`config.mk`:
```
export PLATFORM = sky130hd
export DESIGN_NAME = updown_counter_n
export DESIGN_NICKNAME = d
export VERILOG_FILES = /design/src/rtl/updown_counter_n.sv
export SDC_FILE = /design/constraint.sdc
export NUM_CORES = 1
export LEC_CHECK = 0
export ABC_AREA = 1
export BUFFER_PORTS_ARGS = -buffer_cell sky130_fd_sc_hd__buf_2
export CAP_MARGIN = 20
export CORE_AREA = 2 2 39 41
export CTS_CLUSTER_DIAMETER = 120
export DETAILED_ROUTE_END_ITERATION = 7
export DIE_AREA = 0 0 41 43
export PLACE_DENSITY = 0.51
export SYNTH_ARGS = -nofsm -noshare
export SYNTH_HDL_FRONTEND = slang
export SYNTH_SLANG_ARGS = --single-unit
export TNS_END_PERCENT = 30
```
`constraint.sdc`:
```
create_clock -name clock -period 2 [get_ports clock]
set_input_delay 0.3 -clock clock [delete_from_list [all_inputs] [get_ports clock]]
set_output_delay 0.3 -clock clock [all_outputs]
set_load 0.01 [all_outputs]
```
`src/rtl/updown_counter_n.sv`:
```
// updown_counter_n: parametrised up/down counter with optional Gray-coded output,
// wrap or saturate behaviour at the ends, synchronous clear/load and end-of-range flags.
// The binary state always lives in 0..MODULUS-1; count is re-encoded from the
// next state so both outputs change on the same edge.
module updown_counter_n #(
    parameter int unsigned WIDTH    = 3,
    parameter int unsigned MODULUS  = 2 ** WIDTH,
    parameter bit          GRAY     = 1'b0,
    parameter bit          SATURATE = 1'b0
) (
    input  logic             clock,
    input  logic             RST,
    input  logic             en,
    input  logic             dir,
    input  logic             clear,
    input  logic             load,
    input  logic [WIDTH-1:0] load_val,
    output logic [WIDTH-1:0] count,
    output logic [WIDTH-1:0] count_bin,
    output logic             tc,
    output logic             wrap,
    output logic             sat
);

    // Highest legal state and a width-matched increment.
    localparam logic [WIDTH-1:0] LAST = WIDTH'(MODULUS - 1);
    localparam logic [WIDTH-1:0] ONE  = WIDTH'(1);

    logic [WIDTH-1:0] bin_q, bin_d;
    logic [WIDTH-1:0] count_q, count_d;
    logic             wrap_q, wrap_d;
    logic             sat_q, sat_d;
    logic [WIDTH-1:0] load_clamped;
    logic             at_top;
    logic             at_bot;

    assign at_top = (bin_q == LAST);
    assign at_bot = (bin_q == '0);

    // Out-of-range load values pin to the top of the count range.
    always_comb begin
        load_clamped = load_val;
        if (32'(load_val) >= MODULUS) begin
            load_clamped = LAST;
        end
    end

    // Next-state: clear over load over step over hold.
    always_comb begin
        bin_d  = bin_q;
        wrap_d = 1'b0;
        sat_d  = sat_q;
        if (clear) begin
            bin_d = '0;
            sat_d = 1'b0;
        end else if (load) begin
            bin_d = load_clamped;
            sat_d = 1'b0;
        end else if (en) begin
            if (dir) begin
                if (!at_top) begin
                    bin_d = bin_q + ONE;
                    sat_d = 1'b0;
                end else if (SATURATE) begin
                    sat_d = 1'b1;
                end else begin
                    bin_d  = '0;
                    wrap_d = 1'b1;
                    sat_d  = 1'b0;
                end
            end else begin
                if (!at_bot) begin
                    bin_d = bin_q - ONE;
                    sat_d = 1'b0;
                end else if (SATURATE) begin
                    sat_d = 1'b1;
                end else begin
                    bin_d  = LAST;
                    wrap_d = 1'b1;
                    sat_d  = 1'b0;
                end
            end
        end
    end

    // Output encoding is taken from the next state so count tracks count_bin.
    always_comb begin
        count_d = bin_d;
        if (GRAY) begin
            count_d = bin_d ^ (bin_d >> 1);
        end
    end

    // State and registered outputs; reset clears everything immediately.
    always_ff @(posedge clock or negedge RST) begin
        if (!RST) begin
            bin_q   <= '0;
            count_q <= '0;
            wrap_q  <= 1'b0;
            sat_q   <= 1'b0;
        end else begin
            bin_q   <= bin_d;
            count_q <= count_d;
            wrap_q  <= wrap_d;
            sat_q   <= sat_d;
        end
    end

    assign count     = count_q;
    assign count_bin = bin_q;
    assign wrap      = wrap_q;
    assign sat       = sat_q;
    // Combinational; consumers in other blocks should register it.
    assign tc        = en & ((dir & at_top) | (~dir & at_bot));

endmodule

```
Word-level counts from Yosys, hierarchy flattened

Cells that the tools add are included.
Widths: inputs -> output; s select.

Word-level logic and storage cells: 28
Input bits: 9
Output and inout bits: 9
Flip-flop bits (word level): 5

Reduce and logical (&&, ||, !) cells: 2
Equal/unequal tests: 1
Bitwise logic cells: 5
Add/sub/neg operators: 2
Multiplexer cells: 15

Operators by type and width:

| cell                | count |
|---|---|
| $mux 3              | 6 |
| $mux 1              | 9 |
| $add 3x1->3 const B | 1 |
| $and 1x1->1         | 3 |
| $eq 3x3->1 const B  | 1 |
| $logic_not 3->1     | 1 |
| $reduce_bool 3->1   | 1 |
| $sub 3x1->3 const B | 1 |
| $not 1->1           | 1 |
| $or 1x1->1          | 1 |

Depth between registers and ports, before layout

Gate-level depths: netlist of run 1.

Depth after elaboration: 6
Gate-level depth with buffers: 10
Depth with buffers taken out: 10

Worst setup path before layout of run 1

Ideal clock, no wire load.

Path type: register -> register
Start point: reg count[0] (netlist name)
End point: reg count_q[2] (netlist: count[2])
Data arrival time: 1312 ps
Path slack: 572 ps
Required time: 1884 ps
Period minus slack after synthesis: 1428 ps
Cell stages (with the launch flop): 8
Buffers on the path: 0
Setup time: 116 ps
Path through: dfrtp_1 -> ha_1 -> ha_1 -> or2_0 -> nand2_1 -> nand2_1 -> nand2_1 -> nand2_1

RTL lines:

| item                 | RTL line | RTL |
|---|---|---|
| end signal, assigned | 103      | `count_q <= count_d;` |
| end, declared        | 30       | `logic [WIDTH-1:0] count_q, count_d;` |

==> results of run 1 <==
==> kinds of logic (layout without fill, tap and decap cells) <==
| family | after synthesis | count (layout) | share of synthesized area, % |
|---|---|---|---|
| AO/OA/AOI/OAI | 5 | 5 | 6.39 |
| flip-flops | 4 | 4 | 25.6 |
| other | 1 | 1 | 0.958 |
| buffers and inverters | 15 | 31 | 18.2 |
| AND/OR/NAND/NOR | 33 | 33 | 32.9 |
| adder cells (fa/ha/maj) | 5 | 5 | 16.0 |
==> cell usage in the layout, fill, tap and decap left out <==
cell,Yosys,final
inv_2,3,3
nand3_1,1,1
dlygate4sd3_1,0,1
o21ai_1,1,1
or2_0,1,1
o21ai_0,2,2
dfrtp_1,4,4
a21oi_1,2,2
inv_1,8,8
nor2_1,10,10
nor3_1,1,1
ha_1,5,5
nand2_1,20,20
clkbuf_4,0,3
conb_1,1,1
buf_2,0,16
==> power breakdown <==
group	switching, W	internal (W)
Clock	0.0000353	0.0000673
Sequential	0.0000106	0.0000884
Combinational	0.0000564	0.0000407
==> worst register-to-register path: cells and delay by family, from the launching register on <==
| family | cells | cell delay (ns) |
|---|---|---|
| adders and majority gates | 2 | 0.50 |
| DFF | 1 | 0.42 |
| and+or+nand+nor | 5 | 0.44 |
==> final timing paths <==
path / slack [ns] / depth (start not counted) / end / start
setup / recovery: 0.23 / 7 / tc / count[0]$_DFFE_PN0P_
hold / removal: 0.24 / 2 / wrap$_DFF_PN0_ / clear
setup reg to reg: 0.51 / 7 / count[2]$_DFFE_PN0P_ / count[0]$_DFFE_PN0P_
hold reg to reg: 0.56 / 2 / count[1]$_DFFE_PN0P_ / count[1]$_DFFE_PN0P_
max in group asynchronous: 1.49 / 2 / wrap$_DFF_PN0_ / RST
min in group asynchronous: 0.39 / 2 / count[1]$_DFFE_PN0P_ / RST
==> through the flow <==
step / util (%) / area [sq um] / worst slack, ns / hold slack, ns / total power, W
after CTS: 35.7 / 494 / 0.223 / 0.236 / 0.000304
after global placement: 33.4 / 462 / 0.507 / 0.108 / 0.000197
after global routing: 35.7 / 494 / 0.109 / 0.243 / 0.000326
final: 35.7 / 494 / 0.234 / 0.243 / 0.000299
after floorplan: - / 392 / 0.572 / 0.00441 / 0.000170
after detailed placement: 33.4 / 462 / 0.496 / 0.107 / 0.000197
==> synth_stat cells <==
| master | n | share of area (%) |
|---|---|---|
| buf_4 | 4 | 7.7 |
| a21oi_1 | 2 | 2.6 |
| nor2_1 | 10 | 9.6 |
| ha_1 | 5 | 16 |
| o21ai_1 | 1 | 1.3 |
| nand2_1 | 20 | 19 |
| dfrtp_1 | 4 | 26 |
| inv_1 | 8 | 7.7 |
| inv_2 | 3 | 2.9 |
| or2_0 | 1 | 1.6 |
| nor3_1 | 1 | 1.3 |
| conb_1 | 1 | 0.96 |
| nand3_1 | 1 | 1.3 |
| o21ai_0 | 2 | 2.6 |
==> routing by layer <==
layer | track usage (%) | vias to the layer above
li1 | - | 213
met5 | 0 | -
met1 | 15.0 | 168
met3 | 6.28 | 0
met2 | 11.9 | 14
met4 | 4.00 | 0
==> sequential cells by signal (all words and copies together) (netlist names) <==
| signal | flops |
|---|---|
| count | 3 |
| wrap | 1 |
==> area by class of cell <==
class	count	area [sq um]
Multi-Input combinational cell	44	220
Timing Repair Buffer	17	90.1
Sequential cell	4	100
Clock buffer	3	22.5
Tap cell	16	20.0
Fill cell	146	890
Inverter	11	41.3
==> impl_results.md, run 1 <==
- Vias in the first global route: 298
- Finish-stage setup viols: 0
- Clk slew on worst S/H paths: 0.04 ns
- Via count: 395
- Total Wirelength: 795 microns
- DRT Pass-1 Iters: 4
- CTS hold repair buffers: 1
- Outcome: complete, no violations
- Leakage: 0.326 nW
- Min Clock Period, post-route: 1.77 ns
- Drc violations: 0
- Clock Path Buffers: 2
- Syn Nets: 77
- Req. time, crit path: 1.70 ns
- Post-CTS sizing: 0
- Dpl cells: 91
- Avg WL per Cell: 8.37 microns
- Fin Setup TNS: 0 ns
- WP data arrival: 1.47 ns
- Met3 wire len: 55 microns
- Post-DRT Antenna Nets: 0
- Clk sink count: 4
- Area of the core: 1380 sq um
- CTS root buf: clkbuf_4
- Crit-path max cell delay: 0.42 ns
- Cell Area, Synth: 392 sq um
- Boundary Pins: 18
- Worst Path Max Fanout: 6
- First-pass GRT wire length: 1180 microns
- Worst setup EP type: output port
- Layout cells sized above 1: 27.8%
- Synth Register Bits: 4
- CTS tree: built
- Pin count of the biggest net entering global routing: 8
- Max-slew violations: 0
- Min-Delay Path Class: in2reg
- Initial Util: 28.3%
- DRT iter0 DRCs: 14
- Row count: 14
- Crit Path Class: reg2out
- CP delay by family, top: flip-flops
- Post-synthesis cell count: 63
- Max_cap viols: 0
- Worst-Skew Late Latency: 0.24 ns
- RSZ-0062 raised after global routing: false
- Initial antenna violation count: 0
- CTS Buf Count: 3
- Pwr per Cell Area: 604 nW/um^2
- Die height: 43 microns
- IO Port Bufs: 16
- H-tree depth: 1
- Die Width: 41 microns
- Met1 wire length: 381 microns
- Syn Area/Cell: 6.22 sq um
- GRT overflow: 0
- WP buf/inv: 2
- Syn. warnings: 0
- GRT Total Usage: 10.3%
- Synth cell types: 14
- Gpl congestion: 0.689
- NumNets Final: 95
- Period utilization: 88.3%
- Sequential area share after synthesis: 25.6%
- Fmax: 0.566 GHz
- Worst path cell trace: ha_1 > ha_1 > nor2_1 > nor2_1 > nand2_1 > inv_1 > buf_2
- Hpwl dp: 632 microns
- Final worst clock skew: 0.00534 ns
- Post CTS Setup Buffer Count: 0
- Top sig layer: met3
- Final hold vios: 0
- Vias/cell: 4.16
- Area delta synth->final: 26.2%
- Maximum vdd drop: 307 uV
- Slowest CP cell: dfrtp_1
- Critical Path Source Type: register
- Diode count: 0
- Non-Filler Instances: 95
- WL met2: 358 microns
- Full die area: 1760 sq um
Note: power is estimated with default switching activity, not from simulation.
==> run 2: changes to the inputs <==
--- a/config.mk
+++ b/config.mk
@@ -6,7 +6,7 @@
 export NUM_CORES = 1
 export LEC_CHECK = 0
 export ABC_AREA = 1
-export BUFFER_PORTS_ARGS = -buffer_cell sky130_fd_sc_hd__buf_2
+export BUFFER_PORTS_ARGS = -buffer_cell sky130_fd_sc_hd__buf_4
 export CAP_MARGIN = 20
 export CORE_AREA = 2 2 39 41
 export CTS_CLUSTER_DIAMETER = 120
==> run 2 against run 1 <==
Clock-buffer cell count unchanged; critical path depth did not move; clock skew about the same; via count is 0.51% lower; final cell count did not move.
==> impl_results.md, run 2 (synthesis gave the netlist of run 1 again) <==
- Worst-Skew Late Latency: 0.23 ns
- Full die area: 1760 sq um
- Fin Setup TNS: 0 ns
- GRT Total Usage: 10.1%
- Die height: 43 microns
- CTS root buf: clkbuf_4
- Commonest non-fill, non-tap cell in the layout: nand2_1
- GRT overflow: 0
- Clk slew on worst S/H paths: 0.04 ns
- Final hold vios: 0
- Max_cap viols: 0
- CTS tree: built
- Max-slew violations: 0
- CTS Buf Count: 3
- Pwr per Cell Area: 571 nW/um^2
- DRT iter0 DRCs: 8
- DRT Pass-1 Iters: 4
- Finish-stage setup viols: 0
- Worst setup EP type: output port
- Die Width: 41 microns
- Final worst clock skew: 0.00484 ns
- Leakage: 0.335 nW
- Post CTS Setup Buffer Count: 0
- Max FFs per register: 3
- RSZ-0062 raised after global routing: false
- Min-Delay Path Class: in2reg
- Hpwl dp: 665 microns
- Gpl congestion: 0.716
- Layout cells sized above 1: 27.8%
- Crit Path Class: reg2out
- Pin count of the biggest net entering global routing: 8
- Period utilization: 88.1%
- Drc violations: 0
- Total Wirelength: 782 microns
- H-tree depth: 1
- Vias/cell: 4.14
- Maximum vdd drop: 434 uV
- R2r setup slk: 0.53 ns
- First-pass GRT wire length: 1150 microns
- Outcome: complete, no violations
- Avg WL per Cell: 8.23 microns
- Min Clock Period, post-route: 1.76 ns
- Hold Slack: 0.239 ns
- Area of the core: 1380 sq um
- Fmax: 0.567 GHz
- Commonest cells after routing, fill and taps aside: nand2_1 (20), buf_4 (16), nor2_1 (10), inv_1 (8), ha_1 (5)
- Vias in the first global route: 292
- Req. time, crit path: 1.70 ns
- Initial Util: 28.3%
- Worst Path Max Fanout: 6
- Area delta synth->final: 36.4%
- WP data arrival: 1.46 ns
- Multi-input gate area: 220 sq um
- Initial antenna violation count: 0
- Critical Path Source Type: register
- Fillers: 151
- Boundary Pins: 18
- Clk sink count: 4
- Flip-flop and latch area: 100 sq um
- Post-DRT Antenna Nets: 0
- Via count: 393
- IO Port Bufs: 16
- Clock Path Buffers: 2
- Diode count: 0
- NumNets Final: 95
- Row count: 14
==> run 2: cell count changes in the layout (fill, tap and decap cells not counted) <==
| cell | before | now |
|---|---|---|
| buf_2 | 16 | 0 |
| buf_4 | 0 | 16 |
==> run 2: path summary, 6_finish.rpt <==
path,start,end,cells past startpoint
max,count[0]$_DFFE_PN0P_,tc,7
min,clear,wrap$_DFF_PN0_,2
max reg2reg,count[0]$_DFFE_PN0P_,count[2]$_DFFE_PN0P_,7
min reg2reg,count[1]$_DFFE_PN0P_,count[1]$_DFFE_PN0P_,2
max in group asynchronous,RST,count[2]$_DFFE_PN0P_,2
min in group asynchronous,RST,count[1]$_DFFE_PN0P_,2
==> run 2: area by class of cell <==
type | count | area share, %
multi-input cells | 44 | 41.2
repair buffers | 17 | 24.4
clock buffers | 3 | 4.22
well taps | 16 | 3.75
flip-flops and latches | 4 | 18.7
inverters | 11 | 7.73
==> run 2: worst max-delay path, stage by stage, from the launching register on <==
cell and delay (ns):
dfrtp_1 0.42, ha_1 0.24, ha_1 0.18, nor2_1 0.10, nor2_1 0.04, nand2_1 0.07, inv_1 0.04, buf_4 0.13
==> run 2: report_power, final <==
part | internal (W) | total [W] | switching [W]
combinational | 0.0000525 | 0.000109 | 0.0000561
sequential | 0.0000884 | 0.0000996 | 0.0000112
clock | 0.0000669 | 0.0000970 | 0.0000302
total | 0.000208 | 0.000305 | 0.0000974
==> run 2: per-layer routing <==
layer | up-vias | track usage [%] | part of all wire [%] | routed length [microns]
li1 | 216 | - | - | -
met1 | 164 | 13.0 | 44 | 343
met2 | 13 | 14.1 | 46 | 360
met3 | 0 | 6.28 | 9.8 | 77
met4 | 0 | 2.00 | 0 | 0
met5 | - | 0 | 0 | 0
==> run 2: stage by stage <==
step                      util [%]  cells  area (sq um)  setup slack, ns  total power [W]
after floorplan                  -     63           392            0.572         0.000170
after global placement        36.3     91           502            0.487         0.000211
after detailed placement      36.3     91           502            0.485         0.000210
after CTS                     38.6     95           534            0.218         0.000312
after global routing          38.6     95           534            0.113         0.000341
final                         38.6     95           534            0.237         0.000305
==> run 2: what timing repair did <==
item | 4_1_cts | 5_1_grt
setup endpoints to repair | 0 | 0
endpoints found under the hold margin | 4 | 0
hold buffers | 1 | 0
gates resized for setup | 0 | 0
